--- config.mk ---
export PLATFORM = sky130hd
export DESIGN_NAME = div_issue_ctrl
export DESIGN_NICKNAME = d
export VERILOG_FILES = /design/src/rtl/div_issue_ctrl.sv
export SDC_FILE = /design/constraint.sdc
export NUM_CORES = 1
export LEC_CHECK = 0
export CORE_AREA = 10 10 257 259
export CTS_CLUSTER_DIAMETER = 60
export DETAILED_ROUTE_END_ITERATION = 16
export DIE_AREA = 0 0 267 269
export PLACE_DENSITY_LB_ADDON = 0.3
export SLEW_MARGIN = 20
export SYNTH_ARGS = -nofsm -noshare
export SYNTH_HDL_FRONTEND = slang
export SYNTH_SLANG_ARGS = --single-unit
--- constraint.sdc ---
create_clock -name clk -period 5.4 [get_ports clk]
set_clock_uncertainty 0.2 [all_clocks]
set_input_delay 0.54 -clock clk [delete_from_list [all_inputs] [get_ports clk]]
set_output_delay 0.54 -clock clk [all_outputs]
set_load 0.02 [all_outputs]
--- src/rtl/div_issue_ctrl.sv ---
// Issue controller for the shared iterative 64-bit divider: in-order request queue,
// special-case resolution (divide-by-zero, signed overflow), CDB broadcast and flush squash.
module div_issue_ctrl #(
  parameter int TAG_W = 6,
  parameter int DEPTH = 4
) (
  input  logic             clk,
  input  logic             reset,
  input  logic             req_valid,
  output logic             req_ready,
  input  logic             req_signed,
  input  logic [63:0]      req_dividend,
  input  logic [63:0]      req_divisor,
  input  logic [TAG_W-1:0] req_tag,
  input  logic             flush,
  output logic             div_valid_in,
  input  logic             div_ready,
  output logic             div_signed,
  output logic [63:0]      div_dividend,
  output logic [63:0]      div_divisor,
  input  logic             div_valid_out,
  output logic             div_yumi,
  input  logic [63:0]      div_quotient,
  output logic             cdb_valid,
  output logic [TAG_W-1:0] cdb_tag,
  output logic [63:0]      cdb_data,
  input  logic             cdb_grant
);

  localparam int PTR_W = $clog2(DEPTH);
  localparam int CNT_W = PTR_W + 1;
  localparam logic [63:0] MIN_NEG = 64'h8000_0000_0000_0000;

  typedef enum logic [1:0] {S_IDLE, S_BUSY, S_RESP} state_t;

  state_t r_state;
  state_t w_next;

  logic             r_q_signed   [DEPTH];
  logic [63:0]      r_q_dividend [DEPTH];
  logic [63:0]      r_q_divisor  [DEPTH];
  logic [TAG_W-1:0] r_q_tag      [DEPTH];
  logic [PTR_W-1:0] r_head;
  logic [PTR_W-1:0] r_tail;
  logic [CNT_W-1:0] r_count;

  logic             r_squash;
  logic [TAG_W-1:0] r_cdb_tag;
  logic [63:0]      r_cdb_data;

  logic             w_empty;
  logic             w_full;
  logic             w_push;
  logic             w_pop;
  logic             w_h_signed;
  logic [63:0]      w_h_dividend;
  logic [63:0]      w_h_divisor;
  logic [TAG_W-1:0] w_h_tag;
  logic             w_zero;
  logic             w_ovf;
  logic             w_special;
  logic [63:0]      w_spec_res;
  logic             w_issue;

  assign w_empty   = (r_count == '0);
  assign w_full    = (r_count == CNT_W'(DEPTH));
  assign req_ready = ~w_full & ~flush;
  assign w_push    = req_valid & req_ready;

  assign w_h_signed   = r_q_signed[r_head];
  assign w_h_dividend = r_q_dividend[r_head];
  assign w_h_divisor  = r_q_divisor[r_head];
  assign w_h_tag      = r_q_tag[r_head];

  // Zero divisor wins over overflow when both match.
  assign w_zero     = (w_h_divisor == '0);
  assign w_ovf      = w_h_signed & (w_h_dividend == MIN_NEG) & (w_h_divisor == '1);
  assign w_special  = w_zero | w_ovf;
  assign w_spec_res = w_zero ? '1 : MIN_NEG;

  assign w_issue = (r_state == S_IDLE) & ~w_empty & ~flush;

  assign div_signed   = w_h_signed;
  assign div_dividend = w_h_dividend;
  assign div_divisor  = w_h_divisor;
  assign cdb_tag      = r_cdb_tag;
  assign cdb_data     = r_cdb_data;

  always_ff @(posedge clk) begin
    if (reset) begin
      r_state <= S_IDLE;
    end else begin
      r_state <= w_next;
    end
  end

  always_comb begin
    w_next = r_state;
    w_pop  = 1'b0;
    case (r_state)
      S_IDLE: begin
        if (w_issue) begin
          if (w_special) begin
            w_pop  = 1'b1;
            w_next = S_RESP;
          end else if (div_ready) begin
            w_pop  = 1'b1;
            w_next = S_BUSY;
          end
        end
      end
      S_BUSY: begin
        if (div_valid_out) begin
          w_next = (r_squash | flush) ? S_IDLE : S_RESP;
        end
      end
      S_RESP: begin
        if (flush | cdb_grant) begin
          w_next = S_IDLE;
        end
      end
      default: w_next = S_IDLE;
    endcase
  end

  always_comb begin
    div_valid_in = 1'b0;
    div_yumi     = 1'b0;
    cdb_valid    = 1'b0;
    case (r_state)
      S_IDLE:  div_valid_in = w_issue & ~w_special;
      S_BUSY:  div_yumi     = div_valid_out;
      S_RESP:  cdb_valid    = ~flush;
      default: ;
    endcase
  end

  always_ff @(posedge clk) begin
    if (reset | flush) begin
      r_head  <= '0;
      r_tail  <= '0;
      r_count <= '0;
    end else begin
      if (w_push) begin
        r_tail <= r_tail + 1'b1;
      end
      if (w_pop) begin
        r_head <= r_head + 1'b1;
      end
      case ({w_push, w_pop})
        2'b10:   r_count <= r_count + 1'b1;
        2'b01:   r_count <= r_count - 1'b1;
        default: ;
      endcase
    end
  end

  always_ff @(posedge clk) begin
    if (w_push) begin
      r_q_signed[r_tail]   <= req_signed;
      r_q_dividend[r_tail] <= req_dividend;
      r_q_divisor[r_tail]  <= req_divisor;
      r_q_tag[r_tail]      <= req_tag;
    end
  end

  // The divider cannot be aborted, so a flushed op is drained and its quotient dropped.
  always_ff @(posedge clk) begin
    if (reset) begin
      r_squash   <= 1'b0;
      r_cdb_tag  <= '0;
      r_cdb_data <= '0;
    end else begin
      case (r_state)
        S_IDLE: begin
          if (w_issue) begin
            if (w_special) begin
              r_cdb_tag  <= w_h_tag;
              r_cdb_data <= w_spec_res;
            end else if (div_ready) begin
              r_cdb_tag <= w_h_tag;
            end
          end
        end
        S_BUSY: begin
          if (div_valid_out) begin
            r_squash <= 1'b0;
            if (~r_squash & ~flush) begin
              r_cdb_data <= div_quotient;
            end
          end else if (flush) begin
            r_squash <= 1'b1;
          end
        end
        default: ;
      endcase
    end
  end

endmodule

### Word level (Yosys, flattened, before mapping)

Memories as Yosys holds them, arrays and structs flattened. A register that Yosys moved wholly into a read port is not among the register bits.
Index checks and enable logic that the tools add are counted.

* output and inout port bits: 203
* register bits after elaboration: 80
* word-level logic and storage cells: 91
* memories: 4
* memory bits (writable): 540
* input bits: 206

Memories
* r_q_dividend: words 4, width 64, rd ports 1, clocked after memory_dff 1, write ports 1, RTL line 40 `logic [63:0] r_q_dividend [DEPTH];`
* r_q_divisor: words 4, width 64, rd ports 1, clocked after memory_dff 1, write ports 1, RTL line 41 `logic [63:0] r_q_divisor [DEPTH];`
* r_q_tag: words 4, width 6, rd ports 1, clocked after memory_dff 1, write ports 1, RTL line 42 `logic [TAG_W-1:0] r_q_tag [DEPTH];`
* r_q_signed: words 4, width 1, rd ports 1, clocked after memory_dff 1, write ports 1, RTL line 39 `logic r_q_signed [DEPTH];`

* reduce and logical (&&, ||, !) cells: 11
* muxes and demuxes: 35
* add/subtract/negate cells: 4
* equality and inequality tests: 13
* bitwise gates (word level): 17

Operators with widths (count)
* $mux W64: 4
* $eq A64 B64 Y1 const B: 2
* $pmux W64 S2: 1
* $logic_not A64 Y1: 1
* $mux W63: 1
* $mux W2: 14
* $mux W6: 2
* $mux W1: 11
* $ne A2 B2 Y1 const B: 5
* $and A1 B1 Y1: 8
* $reduce_bool A2 Y1: 4
* $pmux W2 S3: 1
* $pmux W3 S2: 1
* $not A1 Y1: 5
* $reduce_and A5 Y1: 1
* $add A2 B1 Y2 const B: 2
* $eq A2 B1 Y1 const B: 2
* $eq A2 B2 Y1 const B: 2
* $or A1 B1 Y1: 4
* $reduce_and A4 Y1: 1
* $add A3 B1 Y3 const B: 1
* $eq A3 B3 Y1 const B: 1
* $logic_not A3 Y1: 1
* $ne A3 B3 Y1 const B: 1
* 4 further kinds: 4

### Depth between registers and ports, before layout

* depth in word-level cells: 9
* mapped depth: 16
* depth with buffers taken out: 12

### Worst setup path after synthesis

No wires, ideal clock.

* path type: in2reg
* start: input flush
* end: memory r_q_dividend[0][0] (enable)
* setup slack: 0.364 ns
* cell stages on the path: 2
* data arrival time: 4.324 ns
* required time: 4.688 ns
* library setup time: 0.512 ns
* cells stage by stage: a31oi_1 > and3_1

* longest elaborated chain between the ends: 5

RTL lines
* start, declared: RTL line 15 `input logic flush,`
* $not A1 Y1: RTL line 67 `assign req_ready = ~w_full & ~flush;`
* $and A1 B1 Y1: RTL line 67
* $and A1 B1 Y1: RTL line 68 `assign w_push = req_valid & req_ready;`
* $mux W1: RTL line 159 `if (w_push) begin`
* $mux W1 (not written as such): RTL line 161 `r_q_dividend[r_tail] <= req_dividend;`
* end, declared: RTL line 40

Every way passes these cells.

==> impl_results.md <==
- Setup tns final: 0 ps
- Core Area: ~61000 sq um
- Status: finished clean
- Mapped Area: ~24000 sq um
- Logic pwr share: approximately 5.5%
- Clk Latency, worst-skew pair: ~610 ps
- Setup Viol. Count Final: 0
- Post-DP Area: 29200 sq um
- Synth Flop Type: edfxtp_1
- Die height: ~270 microns
- Wire length per cell: about 26 microns
- Yosys cell types: a little over 50
- Clock Path Buffers: 3
- Fin nets: roughly 1800
- Post-synthesis async set-or-reset flop share: 0%
- Routed wire length: 64000 microns
- Synth area leader: edfxtp_1
- Overall power: approximately 0.010 W
- Mean post-synth cell area: 20.6 sq um
- Layout cell share with drive strength beyond 1: roughly a quarter
- First-pass GRT wire length: around 94000 microns
- CTS Buf Count: 69
- Reg clk slew, reported paths: roughly 60 ps
- P_sw: 0.00220 W
- Pre-CTS setup slack: around 500 ps
- Post-synth top area share: 67.0%
- Worst Path Arrival: between 4000 and 5000 ps
- Power share of the clock group: roughly 44%
- Slew @ Worst Pin: around 1200 ps
- Initial antenna violation count: 22
- Yosys warnings: 0
- Num rows: 91
- Die area: roughly 72000 sq um
- Setup ws final: about 260 ps
- End-of-flow core utilization: 51.5%
- Worst EP required: about 4700 ps
- Max cap viols: 0
- Maximum clock rate: 194 MHz
- Sw frac: a little over a fifth
- Syn nets: ~1400
- HP Class: in2reg
- Post-synth EDFFs: 540
- Initial Util: 39.7%
- GR Util All Layers: 17.6%
- Vias: 13300
- Post-CTS setup buffers: 0
- Reg power frac: about half
- Resize count post-CTS: 0
- Sequential area share after synthesis: between 70% and 80%
- Drt first pass iters: 5
- RSZ-0062 raised after global routing: false
- Maximum fanout along the worst path: 16
- CP Capture Type: output pin
- Antenna viol nets, final: 0
- VDD IR max: 296 uV
- Final non-filler cell area: roughly 31000 sq um
- Total gr overflow: 0
- Post-route DRC: 0
- FF+latch count, synth: between 600 and 700
- Largest net degree at the start of global routing: between 100 and 150
- Area delta synth->final: 29.8%
- Vias/cell: between 5 and 6
- Top cells by area, synth: edfxtp_1 67%, mux4_2 13%, dfxtp_1 6.8%
- Final Max Tran Viols: 0
- Leak: ~9.5 nW
- Slew headroom: about a fifth
- Hold bufs inserted after CTS: 0
- Gp weighted congestion: between 0.8 and 0.9
- Min Tclk post-route: about 5100 ps
- Final Hold Vio Count: 0
- Number of I/O port buffers: just over 400
- Post-DP HPWL: 43400 microns
- I/O pin count: 409
- CP Class: reg2out
- Crit share post-route: a little over nine tenths
- CTS sink count: roughly 620
- H-tree lvl count: 3
- Pint: just over 0.008 W
- Clk root buf: clkbuf_16
- CTS tree: built
- Die width: 267 microns
- Synth cell count leaders: 540 x edfxtp_1, 135 x mux4_2, 82 x dfxtp_1, 64 x nand2_1
- CP Launch Type: flop
- Iter 0 DRT Violations: between 1000 and 1500
- Cells after Synth: roughly 1200
- Power per cell area: around 330 nW/um^2
- Count leader, synth: edfxtp_1
- Vias in the first global route: about 14000
-- sequential cells by signal (all words and copies together), names as in the netlist, 2 cells and up, named ones only --
name	flops
r_q_dividend	256
r_q_divisor	256
cdb_data	64
r_q_tag	24
cdb_tag	6
r_q_signed	4
r_count	3
r_head	2
r_state	2
r_tail	2
-- routing by layer --
layer	wire length (microns)	global-route usage, %	up-vias
met1	25000	21.3	6826
met4	1670	6.25	36
met3	7060	8.25	125
li1	-	-	5831
met2	30000	27.2	477
met5	218	0	-
-- cell families (layout without fill, tap and decap cells) --
kind of cell | Yosys count | after routing | synth area share (%)
compound gates | 159 | 159 | 7.03
fa+ha+maj | 6 | 6 | 0.341
other cells | 0 | 4 | 0
mux | 136 | 136 | 12.6
flops | 622 | 622 | 73.8
buf+inv | 84 | 574 | 2.46
xor+xnor | 3 | 3 | 0.109
simple gates | 165 | 165 | 3.66
-- power groups by stage --
stage	sequential (W)	clock (W)	combinational, W
after global placement	0.00540	0	0.000572
after detailed placement	0.00540	0	0.000577
after floorplan	0.00541	0	0.000210
after CTS	0.00530	0.00470	0.000580
final	0.00530	0.00457	0.000572
after global routing	0.00530	0.00490	0.000608
-- final cells by class --
type | instances | area, sq um
sequential | 622 | 17900
antenna | 4 | 10.0
tap | 790 | 988
multi-input combinational | 469 | 5800
clock inverter | 38 | 390
fill | 4899 | 29600
inverter | 9 | 33.8
clock buffer | 81 | 1820
timing repair buffer | 446 | 4500
-- worst paths after layout --
kind / start / end / slack [ps] / depth (start not counted)
hold reg to reg: cdb_tag[2]$_SDFFE_PP0P_ / cdb_tag[2]$_SDFFE_PP0P_ / 280 / 2
hold / removal: reset / cdb_tag[2]$_SDFFE_PP0P_ / 260 / 2
setup / recovery: flop / div_valid_in / 260 / 9
setup reg to reg: flop / r_count[2]$_SDFFE_PP0P_ / 590 / 14
-- critical path: stages, from the launching register on --
cell and delay, ps:
dfxtp_4 380, buf_4 330, mux4_2 630, nor4_1 670
buf_4 240, nand4_1 100, or4_4 630, o31ai_2 120
nor2_1 90, clkdlybuf4s50_1 590
-- cells in the final DEF, fill, tap and decap left out, types with 9 or more instances in the layout --
master / synthesis / final
a21oi_1: 16 / 16
a21oi_2: 60 / 60
a311oi_2: 60 / 60
buf_12: 8 / 11
buf_4: 20 / 28
clkbuf_1: 21 / 9
clkbuf_16: 0 / 71
clkdlybuf4s50_1: 0 / 407
clkinv_1: 0 / 12
clkinv_2: 0 / 10
dfxtp_1: 82 / 80
edfxtp_1: 540 / 540
inv_1: 9 / 9
mux4_2: 135 / 135
nand2_1: 64 / 64
nand4_1: 19 / 19
nor2_1: 13 / 13
nor4_1: 28 / 27
o21ai_0: 9 / 9
-- stage by stage --
step	hold WS [ps]	cells
global route	247	2458
floorplan	255	1175
detailed placement	269	2336
finish	258	2459
global placement	266	2336
CTS	193	2455
Power figures use the tool's default switching activity.
